### config.mk
export PLATFORM = sky130hd
export DESIGN_NAME = alu_issue_stage
export DESIGN_NICKNAME = d
export VERILOG_FILES = /design/src/rtl/isa_pkg.sv /design/src/rtl/reg_file.sv /design/src/rtl/alu_issue_stage.sv
export SDC_FILE = /design/constraint.sdc
export NUM_CORES = 1
export LEC_CHECK = 0
export BUFFER_PORTS_ARGS = -buffer_cell sky130_fd_sc_hd__buf_2
export CAP_MARGIN = 0
export CORE_UTILIZATION = 56
export CTS_BUF_LIST = sky130_fd_sc_hd__clkbuf_4
export DETAILED_ROUTE_END_ITERATION = 10
export GPL_TIMING_DRIVEN = 0
export PLACE_DENSITY = 0.8
export SYNTH_ARGS = -nofsm -noshare
export SYNTH_HDL_FRONTEND = slang
export SYNTH_SLANG_ARGS = --single-unit
### constraint.sdc
create_clock -name clk -period 3.8 [get_ports clk]
set_input_delay 1.14 -clock clk [delete_from_list [all_inputs] [get_ports clk]]
set_output_delay 1.14 -clock clk [all_outputs]
set_load 0.02 [all_outputs]
### src/rtl/isa_pkg.sv
// Shared ISA definitions for the ALU issue stage: widths, opcodes, instruction fields,
// the issue FSM state type and the registered bundle presented to the ALU.
package isa_pkg;

  localparam int DW    = 8;
  localparam int NREGS = 8;
  localparam int AW    = $clog2(NREGS);
  localparam int IW    = 9;

  localparam logic [2:0] AND_OP  = 3'b000;
  localparam logic [2:0] ADD_OP  = 3'b001;
  localparam logic [2:0] XOR_OP  = 3'b010;
  localparam logic [2:0] HALT_OP = 3'b011;
  localparam logic [2:0] NOP0_OP = 3'b100;
  localparam logic [2:0] NOP1_OP = 3'b101;
  localparam logic [2:0] SUB_OP  = 3'b110;
  localparam logic [2:0] SHF_OP  = 3'b111;

  localparam int OP_MSB = 8;
  localparam int OP_LSB = 6;
  localparam int R1_MSB = 5;
  localparam int R1_LSB = 3;
  localparam int R2_MSB = 2;
  localparam int R2_LSB = 0;

  typedef enum logic [1:0] {RUN, DRAIN, HALTED} issue_state_t;

  typedef struct packed {
    logic [2:0]    opcode;
    logic [DW-1:0] operand1;
    logic [DW-1:0] operand2;
    logic [2:0]    imm;
    logic [AW-1:0] rd;
  } alu_bundle_t;

  function automatic logic is_alu_op(input logic [2:0] op);
    case (op)
      AND_OP, ADD_OP, XOR_OP, SUB_OP, SHF_OP: is_alu_op = 1'b1;
      HALT_OP, NOP0_OP, NOP1_OP:              is_alu_op = 1'b0;
      default:                                is_alu_op = 1'b0;
    endcase
  endfunction

  // Register-register forms read rs2; the rest carry the low field as an immediate.
  function automatic logic uses_rs2(input logic [2:0] op);
    uses_rs2 = (op == AND_OP) || (op == XOR_OP) || (op == SUB_OP);
  endfunction

  function automatic logic has_imm(input logic [2:0] op);
    has_imm = (op == ADD_OP) || (op == SHF_OP);
  endfunction

endpackage

### src/rtl/reg_file.sv
// NREGS x DW register file: two combinational read ports that bypass a same-cycle write,
// one synchronous write port, asynchronous reset to zero.
module reg_file
  import isa_pkg::*;
(
  input  logic          clk,
  input  logic          rst,
  input  logic [AW-1:0] ra1,
  output logic [DW-1:0] rd1,
  input  logic [AW-1:0] ra2,
  output logic [DW-1:0] rd2,
  input  logic          we,
  input  logic [AW-1:0] wa,
  input  logic [DW-1:0] wd
);

  logic [DW-1:0] regs_reg [NREGS];
  logic [AW-1:0] raddr [2];
  logic [DW-1:0] rdata [2];

  always_ff @(posedge clk or posedge rst) begin
    if (rst) begin
      for (int i = 0; i < NREGS; i++) regs_reg[i] <= '0;
    end else if (we) begin
      regs_reg[wa] <= wd;
    end
  end

  assign raddr[0] = ra1;
  assign raddr[1] = ra2;

  generate
    for (genvar gi = 0; gi < 2; gi++) begin : g_rport
      assign rdata[gi] = (we && (wa == raddr[gi])) ? wd : regs_reg[raddr[gi]];
    end
  endgenerate

  assign rd1 = rdata[0];
  assign rd2 = rdata[1];

endmodule

### src/rtl/alu_issue_stage.sv
// Decode/operand-fetch stage feeding the ALU, with RAW hazard stall and HALT drain.
// Optional ISSUE_STATS_EN adds issue_cnt/stall_cnt statistics outputs.
module alu_issue_stage
  import isa_pkg::*;
(
  input  logic          clk,
  input  logic          rst,
  input  logic          in_valid,
  input  logic [IW-1:0] in_instr,
  output logic          in_ready,
  output logic          out_valid,
  input  logic          out_ready,
  output logic [2:0]    opcode,
  output logic [DW-1:0] operand1,
  output logic [DW-1:0] operand2,
  output logic [2:0]    imm,
  output logic [AW-1:0] rd,
  input  logic          wb_en,
  input  logic [AW-1:0] wb_addr,
  input  logic [DW-1:0] wb_data,
  output logic          halted
`ifdef ISSUE_STATS_EN
  ,
  output logic [15:0]   issue_cnt,
  output logic [15:0]   stall_cnt
`endif
);

  issue_state_t  state_reg, state_next;
  alu_bundle_t   out_reg, bundle_next;
  logic          out_valid_reg;
  logic          pend_valid_reg;
  logic [AW-1:0] pend_rd_reg;

  logic [2:0]    dec_op;
  logic [AW-1:0] dec_rs1, dec_rs2;
  logic [DW-1:0] rs1_data, rs2_data;
  logic          src2, pend_clr, pend_hit, out_hit, stall, fire_in, out_hs;

  assign dec_op  = in_instr[OP_MSB:OP_LSB];
  assign dec_rs1 = in_instr[R1_MSB:R1_LSB];
  assign dec_rs2 = in_instr[R2_MSB:R2_LSB];
  assign src2    = uses_rs2(dec_op);

  reg_file u_rf (
    .clk (clk),
    .rst (rst),
    .ra1 (dec_rs1),
    .rd1 (rs1_data),
    .ra2 (dec_rs2),
    .rd2 (rs2_data),
    .we  (wb_en),
    .wa  (wb_addr),
    .wd  (wb_data)
  );

  // A writeback retiring the pending result this cycle is forwarded, so it no longer blocks.
  assign pend_clr = pend_valid_reg & wb_en & (wb_addr == pend_rd_reg);
  assign pend_hit = pend_valid_reg & ~pend_clr &
                    ((dec_rs1 == pend_rd_reg) | (src2 & (dec_rs2 == pend_rd_reg)));
  assign out_hit  = out_valid_reg &
                    ((dec_rs1 == out_reg.rd) | (src2 & (dec_rs2 == out_reg.rd)));
  assign stall    = pend_hit | out_hit;

  assign in_ready = (state_reg == RUN) & ~stall & (~out_valid_reg | out_ready);
  assign fire_in  = in_valid & in_ready;
  assign out_hs   = out_valid_reg & out_ready;

  always_comb begin
    bundle_next.opcode   = dec_op;
    bundle_next.operand1 = rs1_data;
    bundle_next.operand2 = src2 ? rs2_data : '0;
    bundle_next.imm      = has_imm(dec_op) ? dec_rs2 : 3'd0;
    bundle_next.rd       = dec_rs1;
  end

  always_ff @(posedge clk or posedge rst) begin
    if (rst) state_reg <= RUN;
    else     state_reg <= state_next;
  end

  always_comb begin
    state_next = state_reg;
    case (state_reg)
      RUN:     if (fire_in && (dec_op == HALT_OP)) state_next = DRAIN;
      DRAIN:   if (!out_valid_reg && !pend_valid_reg) state_next = HALTED;
      HALTED:  state_next = HALTED;
      default: state_next = RUN;
    endcase
  end

  // Output bundle: a new ALU op may replace the old one in the cycle it is consumed.
  always_ff @(posedge clk or posedge rst) begin
    if (rst) begin
      out_valid_reg <= 1'b0;
      out_reg       <= '0;
    end else if (fire_in && is_alu_op(dec_op)) begin
      out_valid_reg <= 1'b1;
      out_reg       <= bundle_next;
    end else if (out_hs) begin
      out_valid_reg <= 1'b0;
    end
  end

  always_ff @(posedge clk or posedge rst) begin
    if (rst) begin
      pend_valid_reg <= 1'b0;
      pend_rd_reg    <= '0;
    end else if (out_hs) begin
      pend_valid_reg <= 1'b1;
      pend_rd_reg    <= out_reg.rd;
    end else if (pend_clr) begin
      pend_valid_reg <= 1'b0;
    end
  end

  assign out_valid = out_valid_reg;
  assign opcode    = out_reg.opcode;
  assign operand1  = out_reg.operand1;
  assign operand2  = out_reg.operand2;
  assign imm       = out_reg.imm;
  assign rd        = out_reg.rd;
  assign halted    = (state_reg == HALTED);

`ifdef ISSUE_STATS_EN
  logic [15:0] issue_cnt_reg, stall_cnt_reg;

  always_ff @(posedge clk or posedge rst) begin
    if (rst) begin
      issue_cnt_reg <= '0;
      stall_cnt_reg <= '0;
    end else if (state_reg != HALTED) begin
      if (out_hs)            issue_cnt_reg <= issue_cnt_reg + 16'd1;
      if (in_valid && stall) stall_cnt_reg <= stall_cnt_reg + 16'd1;
    end
  end

  assign issue_cnt = issue_cnt_reg;
  assign stall_cnt = stall_cnt_reg;
`endif

endmodule
==> results of run 1 <==
cells in the final DEF, fill, tap and decap left out, types with 8 or more instances in the layout:
cell type,count
buf_4,8
nor2_1,24
a211oi_1,9
mux2_4,19
mux4_2,32
a21oi_1,13
xnor2_1,18
nand2_1,10
dfrtp_1,96
clkbuf_4,9
mux2_2,69
mux2i_1,19
buf_2,50
synthesized netlist by cell type (2+ instances only):
| cell type | count | share of area |
|---|---|---|
| nor2_1 | 24 | 0.017 |
| mux2i_1 | 19 | 0.035 |
| a21oi_1 | 13 | 0.012 |
| nand4b_1 | 4 | 0.0064 |
| a41oi_1 | 2 | 0.0032 |
| nor3_2 | 2 | 0.0037 |
| dfrtp_1 | 96 | 0.44 |
| inv_1 | 5 | 0.0034 |
| clkbuf_1 | 5 | 0.0034 |
| buf_6 | 3 | 0.0062 |
| buf_1 | 7 | 0.0048 |
| ha_1 | 4 | 0.0092 |
| nor3b_2 | 2 | 0.0046 |
| a31oi_1 | 4 | 0.0046 |
| nand2b_1 | 4 | 0.0046 |
| a211oi_2 | 2 | 0.0046 |
| buf_2 | 9 | 0.0083 |
| nand2_1 | 10 | 0.0069 |
| nand4_1 | 6 | 0.0069 |
| and2_1 | 2 | 0.0023 |
| mux4_2 | 32 | 0.13 |
| xor2_1 | 3 | 0.0048 |
| mux2_4 | 19 | 0.052 |
| buf_4 | 8 | 0.011 |
| nor2b_1 | 2 | 0.0023 |
| nor3b_1 | 5 | 0.0069 |
| a211oi_1 | 9 | 0.012 |
| mux2_2 | 69 | 0.14 |
| xnor2_1 | 18 | 0.029 |
| nand3_1 | 4 | 0.0037 |
layout make-up:
class,count,area share
Tap cell,129,0.0271
Clock inverter,7,0.00797
Inverter,5,0.00357
Clock buffer,9,0.0113
Timing Repair Buffer,42,0.0390
Sequential cell,96,0.403
Buffer,32,0.0308
Multi-Input combinational cell,268,0.477
layer usage:
metal | vias to the layer above | global-route usage
li1 | 1598 | -
met1 | 1862 | 0.328
met2 | 136 | 0.455
met3 | 24 | 0.0645
met4 | 0 | 0.0892
met5 | - | 0
where the power goes:
part	internal, mW	switching [mW]	total (mW)
logic	0.727	0.628	1.36
clock network	0.135	0.362	0.496
registers	1.31	0.247	1.56
worst max path at each step:
stage                         to  slack [ns]  cells past startpoint
6_report                in_ready        0.28                      8
5_1_grt                 in_ready        0.21                      8
4_1_cts                 in_ready        0.28                      8
3_5_place_dp            in_ready        0.29                      8
3_3_place_gp   u_rf.regs_reg[42]       -0.88                      2
2_1_floorplan             imm[0]        0.15                      1
worst max-delay path, cell delays in order:
cell      delay (ns)
buf_2           0.09
nand2b_2        0.15
nand2b_1        0.08
buf_6           0.15
o31ai_4         0.30
a21oi_1         0.13
and2_1          0.18
buf_2           0.15
per-stage QoR:
step | hold WS, ns | setup TNS (ns)
2_1_floorplan | 0.491 | 0
3_3_place_gp | 0.494 | -84.12
3_5_place_dp | 0.490 | 0
4_1_cts | 0.529 | 0
5_1_grt | 0.541 | 0
6_report | 0.526 | 0
logic make-up after synthesis:
family                     count (synthesis)
AOI/OAI and AO/OA                         35
xor gates and xnor gates                  21
adders and majority gates                  4
buffers and inverters                     37
DFF                                       96
muxes                                    139
and+or+nand+nor                           69
==> summary.md, run 1 <==
| Metric | Value |
|---|---|
| Area of the multi-input gates | `2850 um^2` |
| Number of nets in the layout | `483` |
| Total wire length | `12400 um` |
| Count of cell types in the netlist | `39` |
| Fraction of the mapped netlist area in simple logic gates | `0.0704` |
| Vias | `3620` |
| RSZ-0062 raised after global routing | `no` |
| Placed Instances | `572` |
| Reg2reg end | `operand1[1]` |
| Crit path launch | `in_instr[7]` |
| FF-to-FF Start | `rd[1]` |
| Effective utilization at floorplan | `0.585` |
| Sequential element share of the synthesized area | `0.441` |
| Cts hold-fix bufs | `0` |
| CTS H-tree depth | `3` |
| CP required | `2.66 ns` |
| Hold path endpoint | `operand1[4]` |
| Reg-to-reg slack, setup | `1.64 ns` |
| Clock buffer count from CTS | `9` |
| Hold Path Depth | `1` |
| Critical Path Source Type | `primary input` |
| VDD IR max | `0.000313 V` |
| DP Area | `5850 um^2` |
| Non-filler instance count after layout | `588` |
| Crit Path Category | `primary input to primary output` |
| Fraction of layout cells with a size suffix above 1 | `0.455` |
| Synth Instances | `401` |
| Synthesis warning total | `0` |
| Post-route cell area | `5960 um^2` |
| CTS tree | `done` |
| Fin. Hold Viols | `0` |
| Synth Area in Compound Gates | `0.0470` |
| Number of flops mapped to enable cells by yosys | `0` |
| Port Buffers | `41` |
| Fin. max-slew vios | `0` |
| Period Utilization, post-route | `0.926` |
| Post-Synth XOR/XNOR Area | `0.0337` |
| Largest net degree at the start of global routing | `65` |
| Detailed-placement wirelength estimate | `8470 um` |
| Asr flop ratio synth | `1.00` |
| Relative slew slack | `0.381` |
| Antenna violations before repair | `0` |
| Worst hold-check path type | `flop to flop` |
| Global-route wire length before repair | `19700 um` |
| Pre-CTS WS | `0.291 ns` |
| Routability cong. | `0.841` |
| Routed vias/inst | `6.16` |
| Post-CTS Setup Inserts | `0` |
| Antenna Violating Nets Remaining | `0` |
| Max reg flops | `64` |
| Final Power | `3.41 mW` |
| Placeable core region | `9330 um^2` |
| First DRT Iteration DRCs | `243` |
| Top routing layer in use | `met4` |
| Met1 Wirelength | `4960 um` |
| Fill cells | `736` |
| Post-CTS sizing | `0` |
| Synth Area in Adders | `0.00918` |
| ANT cells | `0` |
| Die Height | `101 um` |
| Number of I/O pins | `53` |
| Post-synthesis mux area share | `0.362` |
| Power per cell area | `572 nW/um^2` |
| # rows | `35` |
| Status | `finished, final reports clean` |
| Die Width | `101 um` |
| Max-Cap Viols | `0` |
| Crit path DAT | `2.38 ns` |
| Clock Latency Late Sink | `0.45 ns` |
| R2R cell count | `7` |
| Root Driver | `clkbuf_4` |
| Slew @ Worst Pin | `0.925 ns` |
| HP Start | `operand1[4]` |
| Final Worst Setup Slack | `0.283 ns` |
| Total GRT Usage | `0.264` |
| Clock Pin Slew Worst Setup and Hold Paths | `0.15 ns` |
| Post-synth top flop | `dfrtp_1` |
| Syn avg cell area | `13.6 um^2` |
| Clk_skew | `0.0180 ns` |
| Syn Nets | `430` |
| Synthesized area | `5450 um^2` |
| Post-route DRC | `0` |
| Largest family of logic cells by synthesized area | `multiplexers` |
| CTS Sinks | `96` |
| Clk buf depth | `2` |
| Final setup vio count | `0` |
| Metal2 WL | `6320 um` |
| Global route total overflow | `0` |
| Yosys reg bits | `96` |
| CP Capture Type | `primary output` |
| Leakage | `2.55 nW` |
| Wire length on met3 | `798 um` |
| Utilization after layout | `0.639` |
| Vias in the first global route | `3815` |
| Syn-to-layout area delta | `9.39%` |
| Storage cell area | `2400 um^2` |
| Max FO, Critical Path | `9` |
| Wire per inst | `21.1 um` |
| Final Critical Period | `3.52 ns` |
| Die ar. | `10100 um^2` |
| F_max | `284 MHz` |
| First drt pass iteration count | `4` |
(Power assumes the default switching activity.)
==> run 2, diff against run 1 <==
- CELL_PAD_IN_SITES_DETAIL_PLACEMENT: default -> 1
- CELL_PAD_IN_SITES_GLOBAL_PLACEMENT: default -> 2
- CORE_UTILIZATION: 56 -> 39
- CTS_CLUSTER_DIAMETER: default -> 50
- PLACE_DENSITY: 0.8 -> 0.79
==> run 2 against run 1 <==
Net effect: via count up 0.22%; hold slack better by 0.0032 ns; clock-buffer cell count unchanged; critical path type unchanged; final cell count up 8.2%; cell area up 1.4%; die area up 43%; combinational power about the same; largest power group unchanged.
==> summary.md, run 2 (synthesis gave the netlist of run 1 again) <==
| Metric | Value |
|---|---|
| Leading cell types in the layout, fill and taps excluded | `dfrtp_1, mux2_2, buf_2` |
| Die ar. | `14500 um^2` |
| Max FO, Critical Path | `9` |
| CP Capture Type | `primary output` |
| DP Area | `5910 um^2` |
| Final Critical Period | `3.54 ns` |
| CP most frequent cell | `buf_2` |
| Fin. max-slew vios | `0` |
| Cts hold-fix bufs | `0` |
| Clock Latency Late Sink | `0.50 ns` |
| Routed vias/inst | `5.70` |
| Post-CTS Setup Inserts | `0` |
| Hold Path Depth | `1` |
| CTS tree | `done` |
| CP required | `2.66 ns` |
| Port Buffers | `41` |
| First DRT Iteration DRCs | `205` |
| Vias | `3628` |
| Relative slew slack | `0.301` |
| VDD IR max | `0.000270 V` |
| Clock buffer count from CTS | `9` |
| Antenna Violating Nets Remaining | `0` |
| F_max | `283 MHz` |
| CTS H-tree depth | `3` |
| Hold path endpoint | `operand1[7]` |
| Crit path depth | `8` |
| Max reg flops | `64` |
| Clock Pin Slew Worst Setup and Hold Paths | `0.16 ns` |
| Die Width | `120 um` |
| Fill cells | `1432` |
| CTS Sinks | `96` |
| R2R cell count | `7` |
| Largest net degree at the start of global routing | `69` |
| Worst hold-check path type | `flop to flop` |
| Die Height | `120 um` |
| Max-Cap Viols | `0` |
| Post-CTS sizing | `0` |
| Area of the multi-input gates | `2850 um^2` |
| Clk_skew | `0.0286 ns` |
| # rows | `42` |
| CP delay by family, top | `simple AND/OR/NAND/NOR gates` |
| Worst path bufs/invs | `3` |
| Global route total overflow | `0` |
| Slew @ Worst Pin | `1.04 ns` |
| Syn-to-layout area delta | `10.9%` |
| Wire per inst | `22.9 um` |
| First drt pass iteration count | `4` |
| Effective utilization at floorplan | `0.405` |
| Placeable core region | `13500 um^2` |
| HP Start | `operand1[7]` |
| Storage cell area | `2400 um^2` |
| Detailed-placement wirelength estimate | `9740 um` |
| Power per cell area | `581 nW/um^2` |
| Global-route wire length before repair | `22800 um` |
| Final Power | `3.51 mW` |
| RSZ-0062 raised after global routing | `no` |
| Clk buf depth | `2` |
| Leakage | `2.56 nW` |
| CP max stage cell | `o31ai_4` |
| Total GRT Usage | `0.216` |
| Routability cong. | `0.744` |
| Root Driver | `clkbuf_4` |
| Status | `finished, final reports clean` |
| Vias in the first global route | `3984` |
| Post-route DRC | `0` |
| Worst Hold Margin | `0.529 ns` |
| Crit path DAT | `2.40 ns` |
| Fraction of layout cells with a size suffix above 1 | `0.451` |
| Post-route cell area | `6050 um^2` |
| Critical Path Max Stage Delay | `0.30 ns` |
| Critical Path Source Type | `primary input` |
| Number of nets in the layout | `483` |
| Commonest non-fill, non-tap cell in the layout | `dfrtp_1` |
| Number of I/O pins | `53` |
| Total wire length | `14500 um` |
| Reg2reg end | `operand1[4]` |
| FF-to-FF Start | `rd[0]` |
| Reg-to-reg slack, setup | `1.57 ns` |
| Period Utilization, post-route | `0.931` |
| Final setup vio count | `0` |
| CP cell instances | `buf_2, nand2b_2, nand2b_1, buf_6, o31ai_4, a21oi_1, and2_1, buf_2` |
| Antenna violations before repair | `1` |
| Crit Path Category | `primary input to primary output` |
| Fin. Hold Viols | `0` |
[run 2: cell types whose count changed in the layout (fill, tap and decap cells not counted), sizes merged]
cell | before | now
bufinv | 0 | 1
clkinvlp | 2 | 1
diode | 0 | 1
[run 2: per-stage QoR]
stage               setup TNS, ns  worst slack, ns   util  cells
detailed placement              0            0.254  0.439    619
floorplan                       0            0.155      -    401
finish                          0            0.263  0.450    636
CTS                             0            0.246  0.449    635
global placement          -101.32            -1.06  0.437    618
global route                    0            0.119  0.450    636
[run 2: per-layer routing]
layer	GRT usage	vias to the layer above	wire, um
met4	0.103	0	442
met2	0.364	84	7330
met3	0.0307	34	623
met1	0.273	1912	6140
li1	-	1598	-
met5	0	-	0
[run 2: cell type report]
| type | instances | share of cell area |
|---|---|---|
| Timing Repair Buffer | 42 | 0.0385 |
| Clock inverter | 7 | 0.0118 |
| Buffer | 32 | 0.0304 |
| Clock buffer | 9 | 0.0112 |
| Antenna cell | 1 | 0.000414 |
| Sequential cell | 96 | 0.397 |
| Tap cell | 176 | 0.0364 |
| Inverter | 5 | 0.00352 |
| Multi-Input combinational cell | 268 | 0.471 |
[run 2: how the worst max path moves through the flow]
stage                                    to   startpoint
final                              in_ready  in_instr[7]
after global routing               in_ready        wb_en
after CTS                          in_ready  in_instr[7]
after detailed placement           in_ready  in_instr[7]
after global placement    u_rf.regs_reg[29]          rst
after floorplan                      imm[0]          rst
[run 2: report_power, final]
part | total (mW) | switching [mW] | internal, mW
Clock | 0.575 | 0.374 | 0.201
Combinational | 1.37 | 0.642 | 0.728
Sequential | 1.57 | 0.254 | 1.31
Total | 3.51 | 1.27 | 2.24
